===== config.mk =====
export PLATFORM = sky130hd
export DESIGN_NAME = digit_entry
export DESIGN_NICKNAME = d
export VERILOG_FILES = /design/src/rtl/digit_entry.sv
export SDC_FILE = /design/constraint.sdc
export NUM_CORES = 1
export LEC_CHECK = 0
export BUFFER_PORTS_ARGS = -buffer_cell sky130_fd_sc_hd__buf_2
export CORE_ASPECT_RATIO = 1.5
export CORE_UTILIZATION = 35
export CTS_CLUSTER_DIAMETER = 120
export DETAILED_ROUTE_END_ITERATION = 8
export GPL_ROUTABILITY_DRIVEN = 0
export PLACE_DENSITY = 0.62
export SETUP_SLACK_MARGIN = 0.2
export SLEW_MARGIN = 10
export SYNTH_ARGS = -nofsm -noshare
export SYNTH_HDL_FRONTEND = slang
export SYNTH_SLANG_ARGS = --single-unit

===== constraint.sdc =====
create_clock -name clk -period 8.76 [get_ports clk]
set_input_delay 2.19 -clock clk [delete_from_list [all_inputs] [get_ports clk]]
set_output_delay 2.19 -clock clk [all_outputs]
set_load 0.03 [all_outputs]

===== src/rtl/digit_entry.sv =====
// Nine-button digit/operator entry: sync, debounce, BCD digit counters, operator strobe.
// Optional macro DIGIT_ENTRY_AUTOREPEAT_EN adds auto-repeat on the four digit buttons.
module digit_entry #(
  parameter int unsigned DEBOUNCE_CYCLES = 50000,
  parameter int unsigned REPEAT_CYCLES   = 25000000
) (
  input  logic       clk,
  input  logic       rst_n,
  input  logic [8:0] btn_in,
  output logic [3:0] digit_a1,
  output logic [3:0] digit_a0,
  output logic [3:0] digit_b1,
  output logic [3:0] digit_b0,
  output logic [6:0] operand_a,
  output logic [6:0] operand_b,
  output logic [2:0] op_code,
  output logic       op_valid
);

  localparam int unsigned NB = 9;
  localparam int unsigned DW = (DEBOUNCE_CYCLES > 1) ? $clog2(DEBOUNCE_CYCLES) : 1;
  localparam logic [DW-1:0] DB_LAST = DW'(DEBOUNCE_CYCLES - 1);

  logic [1:0]    rst_sync;
  logic          rst_i_n;
  logic [NB-1:0] sync1, sync2, deb, deb_next, armed, rise, press, press_next;
  logic [1:0]    warm;
  logic [DW-1:0] cnt      [NB];
  logic [DW-1:0] cnt_next [NB];
  logic [2:0]    op_sel;

  function automatic logic [3:0] bcd_inc(input logic [3:0] d);
    return (d == 4'd9) ? 4'd0 : d + 4'd1;
  endfunction

  // Async assert, clock-synchronous release of the internal reset
  always_ff @(posedge clk or negedge rst_n) begin
    if (!rst_n) rst_sync <= '0;
    else        rst_sync <= {rst_sync[0], 1'b1};
  end
  assign rst_i_n = rst_sync[1];

  always_comb begin
    deb_next = deb;
    for (int b = 0; b < NB; b++) begin
      cnt_next[b] = '0;
      if (sync2[b] != deb[b]) begin
        if (cnt[b] == DB_LAST) deb_next[b] = sync2[b];
        else                   cnt_next[b] = cnt[b] + DW'(1);
      end
    end
  end

  // A button must be seen released after reset before its rise counts as a press
  assign rise = deb_next & ~deb & armed;

`ifdef DIGIT_ENTRY_AUTOREPEAT_EN
  localparam int unsigned RW = (REPEAT_CYCLES > 1) ? $clog2(REPEAT_CYCLES) : 1;
  localparam logic [RW-1:0] RP_LAST = RW'(REPEAT_CYCLES - 1);

  logic [RW-1:0] rcnt [4];
  logic [3:0]    rep_hit;

  always_comb begin
    rep_hit = '0;
    for (int i = 0; i < 4; i++)
      rep_hit[i] = deb[i] & armed[i] & (rcnt[i] == RP_LAST);
  end

  always_ff @(posedge clk or negedge rst_i_n) begin
    if (!rst_i_n) begin
      for (int i = 0; i < 4; i++) rcnt[i] <= '0;
    end else begin
      for (int i = 0; i < 4; i++) begin
        if (!(deb[i] & armed[i]) || rep_hit[i]) rcnt[i] <= '0;
        else                                    rcnt[i] <= rcnt[i] + RW'(1);
      end
    end
  end

  assign press_next = rise | {5'b0, rep_hit};
`else
  // Repeat period only matters when the repeat counters exist
  if (REPEAT_CYCLES == 0) begin : g_repeat_unused
  end
  assign press_next = rise;
`endif

  // Synchronizers, debounce state and press pulses
  always_ff @(posedge clk or negedge rst_i_n) begin
    if (!rst_i_n) begin
      sync1 <= '0;
      sync2 <= '0;
      deb   <= '0;
      armed <= '0;
      warm  <= '0;
      press <= '0;
      for (int b = 0; b < NB; b++) cnt[b] <= '0;
    end else begin
      sync1 <= btn_in;
      sync2 <= sync1;
      deb   <= deb_next;
      warm  <= {warm[0], 1'b1};
      armed <= armed | ({NB{warm[1]}} & ~sync2);
      press <= press_next;
      for (int b = 0; b < NB; b++) cnt[b] <= cnt_next[b];
    end
  end

  always_comb begin
    op_sel = 3'd0;
    if      (press[4]) op_sel = 3'd0;
    else if (press[5]) op_sel = 3'd1;
    else if (press[6]) op_sel = 3'd2;
    else if (press[7]) op_sel = 3'd3;
    else if (press[8]) op_sel = 3'd4;
  end

  // Digits, operands and operator strobe
  always_ff @(posedge clk or negedge rst_i_n) begin
    if (!rst_i_n) begin
      digit_a1  <= '0;
      digit_a0  <= '0;
      digit_b1  <= '0;
      digit_b0  <= '0;
      operand_a <= '0;
      operand_b <= '0;
      op_code   <= '0;
      op_valid  <= 1'b0;
    end else begin
      if (press[0]) digit_a1 <= bcd_inc(digit_a1);
      if (press[1]) digit_a0 <= bcd_inc(digit_a0);
      if (press[2]) digit_b1 <= bcd_inc(digit_b1);
      if (press[3]) digit_b0 <= bcd_inc(digit_b0);
      operand_a <= 7'(digit_a1) * 7'd10 + 7'(digit_a0);
      operand_b <= 7'(digit_b1) * 7'd10 + 7'(digit_b0);
      op_valid  <= |press[8:4];
      if (|press[8:4]) op_code <= op_sel;
    end
  end

endmodule


==> flow_summary_export.csv, run 1 <==
group,metric,value,unit
worst_setup_path,end_kind,"output pin",
clocking,cts_max_path_buffers,3,
yosys,syn_area_per_cell,10.62,µm²
worst_setup_path,path_class,"reg -> out",
global_route,grt_overflow,0,
sta,fin_crit_sh,0.4030,
yosys,synth_xor_area_frac,0.1267,
global_route,grt_pass1_vias,6945,
layout,diodes,0,
worst_setup_path,crit_arrival,1340,ps
worst_setup_path,r2r_start,"digit_b1[1]$_DFFE_PN0P_",
clocking,cts_sinks,227,
routing,drtIter0Drc,341,
layout,multiInputGateArea,0.004362,mm²
global_route,antenna_found_initial,0,
global_route,grt_start_max_net_pins,159,
yosys,yosys.area_share.simple,0.2228,
layout,areaGrowthSynthToFinish,14.13,%
sta,relSlewSlack,0.3979,
clocking,cts_hold_buf,0,
yosys,synthAdderAreaFrac,0.03572,
yosys,synth_compound_area_frac,0.03426,
clocking,cts_htree_levels,1,
worst_setup_path,cpPeakStageDelay,550,ps
yosys,synthTopCellsByCount,"dfrtp_1, nor2_1, xnor2_1, nand2_1, nand3_1",
power_and_ir_drop,leakage,5.110,nW
routing,drtAntennaViolNets,0,
yosys,synth_top_family_by_area,"simple AND/OR/NAND/NOR gates",
floorplan,dieArea,0.03013,mm²
sta,tightest_slew,900.1,ps
min_path,min_from,"warm[0]$_DFF_PN0_",
worst_setup_path,timing.critical_path.buf_inv,1,
floorplan,num_rows,76,
yosys,yosysTopAreaCellShare,0.5516,
worst_setup_path,worstPathMaxFanout,7,
sta,rsz0062_at_grt,"false",
floorplan,ios,45,
min_path,min_path_type,"reg -> reg",
routing,vias,6959,
routing,avgViaCountPerCell,4.846,
yosys,synth_enable_flop_cells,0,
floorplan,core_area,0.02881,mm²
sta,clock_skew,27.91,ps
yosys,synth_cell_types,38,
routing,drc_errors,0,
yosys,synth_cells,970,
clocking,clk_pin_slew,60,ps
power_and_ir_drop,vdd_drop_max,0.0001526,V
layout,seq_area,0.005684,mm²
sta,tns,0,ps
worst_setup_path,slowest_stage,"dfrtp_1",
routing,first_pass_iters,5,
job,max_cap_violations,0,
yosys,ys_warn_count,0,
clocking,cts_tree,"yes",
clocking,cts_resized,0,
place,dp_hpwl,13570,µm
worst_setup_path,crit_chain,"buf_2",
place,portBuffers,44,
floorplan,start_util,0.3574,
sta,finalSetupViolCount,0,
layout,final_net_count,1067,
worst_setup_path,cp-start-kind,"flop",
sta,fin_crit,3531,ps
yosys,postSynth.asyncResetShare,1.000,
yosys,synth_top_flop_cell,"dfrtp_1",
sta,maxSlewViolCount,0,
sta,fmax,283.2,MHz
yosys,ys_ff_latch,227,
floorplan,die_w,142.1,µm
sta,worst_hold_slack,345.9,ps
layout,drive_gt1_frac,0.09273,
worst_setup_path,worstSetupStartpoint,"digit_a0[2]$_DFFE_PN0P_",
status,status,"finished, final reports clean",
clocking,cts_setup_buffers,0,
global_route,grt_pass1_wl,33820,µm
yosys,post-synth-top-area-cell,"dfrtp_1",
sta,finalHoldViolCount,0,
yosys,yosysSeqAreaShare,0.5516,
clocking,clk_latency,530,ps
layout,fill_cells,2794,
worst_setup_path,cp_top_family,"flip-flops",
routing,wl,19860,µm
yosys,syn_area,0.01030,mm²
yosys,yosysMostFrequentCell,"dfrtp_1",
yosys,synth_mux_area_frac,0.003280,
global_route,track_usage,0.1391,
floorplan,die_h,212.1,µm
clocking,cts_buffers,25,
yosys,ys_top_cells_by_area,"dfrtp_1, xnor2_1, nor2_1",
power_and_ir_drop,power_density,184.1,mW/mm²
clocking,cts_root_buf,"clkbuf_16",
routing,avgRoutedWirePerCell,13.83,µm
worst_setup_path,crit_required,6570,ps
[cell usage in the layout (no fill, tap or decap), drive strengths merged, types with 4 or more instances in the layout]
cell type and count:
dfrtp 227, inv 48, xnor2 115, nand4 46
nor2 162, fa 4, xor2 34, nor4 36
nor4b 9, o21ai 15, nand2 58, a21o 13
clkinv 6, nor3 47, clkbuf 34, ha 23
a21oi 8, buf 45, nor2b 7, nand3 51
nor4bb 12, and3 14
[state kept, by name, summed over array words and instances, names as in the netlist, 3 cells and up]
| register | cells |
|---|---|
| cnt | 144 |
| armed | 9 |
| deb | 9 |
| press | 9 |
| sync1 | 9 |
| sync2 | 9 |
| operand_a | 7 |
| operand_b | 7 |
| digit_a0 | 4 |
| digit_a1 | 4 |
| digit_b0 | 4 |
| digit_b1 | 4 |
| op_code | 3 |
[worst paths after layout]
kind	cells after the start	end	slack, ps
min in group asynchronous	0	sync1[5]$_DFF_PN0_	440
setup reg to reg	6	operand_b[6]$_DFF_PN0_	6500
hold / removal	0	warm[1]$_DFF_PN0_	350
max in group asynchronous	1	cnt[16]$_DFF_PN0_	6950
setup / recovery	1	digit_a0[2]	5230
hold reg to reg	0	warm[1]$_DFF_PN0_	350
[report_power, final]
group	total, mW	switching [mW]	internal (mW)	leakage (nW)
Clock	1.03	0.420	0.610	0.394
Sequential	1.09	0.0216	1.06	3.05
Combinational	0.0487	0.0341	0.0146	1.67
[kinds of logic (layout without fill, tap and decap cells)]
family / after synthesis / in the layout
AND/OR/NAND/NOR: 456 / 456
AO/OA/AOI/OAI: 46 / 46
multiplexers: 3 / 3
flip-flops: 227 / 227
adder cells (fa/ha/maj): 27 / 27
other: 1 / 2
buffers and inverters: 61 / 136
XOR/XNOR: 149 / 149
[final cells by class]
cell class	count	share of cell area
well taps	390	0.04152
repair buffers	45	0.02044
flip-flops and latches	227	0.4836
multi-input cells	683	0.3711
clock buffers	34	0.05865
inverters	47	0.01501
clock inverters	10	0.009687
[metal layers]
layer  up-vias  track usage  routed length [µm]  share of wire
met5         -            0                   0              0
li1       3433            -                   -              -
met3        25      0.02005                 650          0.033
met2       115       0.2405                9717           0.49
met1      3386       0.1764                9088           0.46
met4         0      0.04820                 403          0.020
[stage by stage]
step	cells	setup slack, ps	utilization	total power [mW]	instance area (µm²)
2_1_floorplan	971	1966	-	1.138	10300
3_3_place_gp	1392	5759	0.3801	1.155	10950
3_5_place_dp	1392	5762	0.3801	1.157	10950
4_1_cts	1436	5185	0.4079	2.207	11750
5_1_grt	1436	5154	0.4079	2.256	11750
6_report	1436	5229	0.4079	2.164	11750
Note: power is estimated with default switching activity, not from simulation.
==> run 2, diff against run 1 <==
- PLACE_DENSITY: 0.62 -> 0.64
- clock period: 8.76 -> 2.9 ns (I/O delays scaled with it)
==> flow_summary_export.csv, run 2 (synthesis gave the netlist of run 1 again) <==
group,metric,value,unit
status,status,"finished, final reports clean",
sta,tightest_slew,865.1,ps
min_path,whs_endpoint,"sync1[6]$_DFF_PN0_",
sta,fin_ws,848.0,ps
global_route,antenna_found_initial,0,
sta,rsz0062_at_grt,"false",
sta,maxSlewViolCount,0,
routing,drtAntennaViolNets,0,
power_and_ir_drop,power_density,581.8,mW/mm²
worst_setup_path,reg2reg_depth,3,
global_route,use_met2,0.2356,
clocking,cts_buffers,25,
power_and_ir_drop,leakage,5.187,nW
floorplan,dieArea,0.03013,mm²
global_route,use_met3,0.02342,
layout,fin_util,0.4136,
worst_setup_path,end_kind,"output pin",
worst_setup_path,cp-start-kind,"flop",
power_and_ir_drop,vdd_drop_max,0.0004720,V
job,max_cap_violations,0,
floorplan,die_w,142.1,µm
place,post-place-ws,885.9,ps
layout,fill_cells,2754,
global_route,grt_overflow,0,
clocking,cts_setup_buffers,0,
clocking,cts_hold_buf,1,
worst_setup_path,r2r_start,"cnt[74]$_DFF_PN0_",
worst_setup_path,crit_chain,"buf_2",
worst_setup_path,cp_top_family,"flip-flops",
clocking,clk_latency,520,ps
worst_setup_path,crit_arrival,1330,ps
global_route,grt_pass1_wl,33240,µm
floorplan,core_area,0.02881,mm²
floorplan,start_util,0.3574,
clocking,cts_tree,"yes",
worst_setup_path,worstPathMaxFanout,9,
layout,mostFrequentLayoutCell,"dfrtp_1",
worst_setup_path,regToRegSetupSlack,900,ps
clocking,cts_sinks,227,
routing,vias,6986,
sta,finalHoldViolCount,0,
sta,finalSetupViolCount,0,
worst_setup_path,timing.critical_path.buf_inv,1,
clocking,cts_resized,0,
global_route,grt_start_max_net_pins,86,
global_route,grt_pass1_vias,6957,
layout,drive_gt1_frac,0.1018,
routing,avgRoutedWirePerCell,13.43,µm
place,dp_hpwl,13470,µm
floorplan,ios,45,
worst_setup_path,crit_required,2170,ps
sta,relSlewSlack,0.4213,
sta,fin_crit,2052,ps
global_route,top_usage_layer,"met2",
layout,areaGrowthSynthToFinish,15.71,%
global_route,track_usage,0.1339,
clocking,cts_max_path_buffers,3,
routing,drc_errors,0,
sta,fmax,487.3,MHz
routing,wl,19360,µm
layout,layout_common_cells,"dfrtp_1, nor2_1, xnor2_1",
floorplan,num_rows,76,
worst_setup_path,reg2reg_to,"cnt[69]$_DFF_PN0_",
worst_setup_path,path_class,"reg -> out",
min_path,hold_depth,1,
min_path,min_from,"btn_in[6]",
routing,first_pass_iters,5,
layout,regMostFlops,"cnt",
floorplan,die_h,212.1,µm
layout,largest_reg_flops,144,
min_path,min_path_type,"in -> reg",
worst_setup_path,cpPeakStageDelay,520,ps
worst_setup_path,slowest_stage,"dfrtp_1",
sta,clock_skew,8.772,ps
clocking,cts_root_buf,"clkbuf_16",
global_route,global_route.usage.met1,0.1660,
sta,fin_crit_sh,0.7076,
sta,tns,0,ps
layout,diodes,0,
place,portBuffers,44,
power_and_ir_drop,total_power,6.933,mW
routing,avgViaCountPerCell,4.848,
routing,drtIter0Drc,290,
clocking,cts_htree_levels,1,
layout,final_net_count,1071,
clocking,clk_pin_slew,60,ps
[run 2: cell count changes in the layout (fill, tap and decap cells not counted), sizes merged]
cell | before | now
dlygate4sd3 | 0 | 1
clkinvlp | 1 | 3
buf | 45 | 48
bufinv | 2 | 6
inv | 48 | 49
clkbuf | 34 | 28
[run 2: area by class of cell]
type / instances / area, µm² / area share
flip-flops and latches: 227 / 5684 / 0.4770
clock inverters: 17 / 254.0 / 0.02131
well taps: 390 / 488.0 / 0.04095
repair buffers: 49 / 285.3 / 0.02394
clock buffers: 28 / 666.9 / 0.05596
multi-input cells: 683 / 4362 / 0.3660
inverters: 47 / 176.4 / 0.01480
[run 2: layer usage]
layer,share of wire,routed length [µm]
met4,0.019,371
met5,0,0
met1,0.45,8703
met3,0.042,817
met2,0.49,9464
[run 2: per-stage QoR]
step / hold slack (ps) / instance area [µm²] / instances
global placement: 332.0 / 10990 / 1395
detailed placement: 335.7 / 10990 / 1395
floorplan: 331.2 / 10310 / 971
finish: 309.3 / 11920 / 1441
CTS: 287.5 / 11920 / 1441
global route: 289.3 / 11920 / 1441
[run 2: worst max path at each step]
stage	from	endpoint	cells past startpoint	slack [ps]
after CTS	digit_a1[1]$_DFFE_PN0P_	digit_a1[1]	1	820
after floorplan	rst_sync[1]$_DFF_PN0_	armed[0]$_DFF_PN0_	0	600
final	digit_a1[1]$_DFFE_PN0P_	digit_a1[1]	1	850
after global placement	cnt[74]$_DFF_PN0_	cnt[73]$_DFF_PN0_	3	950
after detailed placement	cnt[92]$_DFF_PN0_	cnt[82]$_DFF_PN0_	4	890
after global routing	cnt[92]$_DFF_PN0_	cnt[84]$_DFF_PN0_	4	710
[run 2: where the power goes]
part	internal (mW)	leakage, nW	total, mW	switching, mW
logic	0.0496	1.69	0.158	0.109
registers	3.21	3.05	3.27	0.0605
clock network	2.20	0.448	3.50	1.31
total	5.46	5.19	6.93	1.47
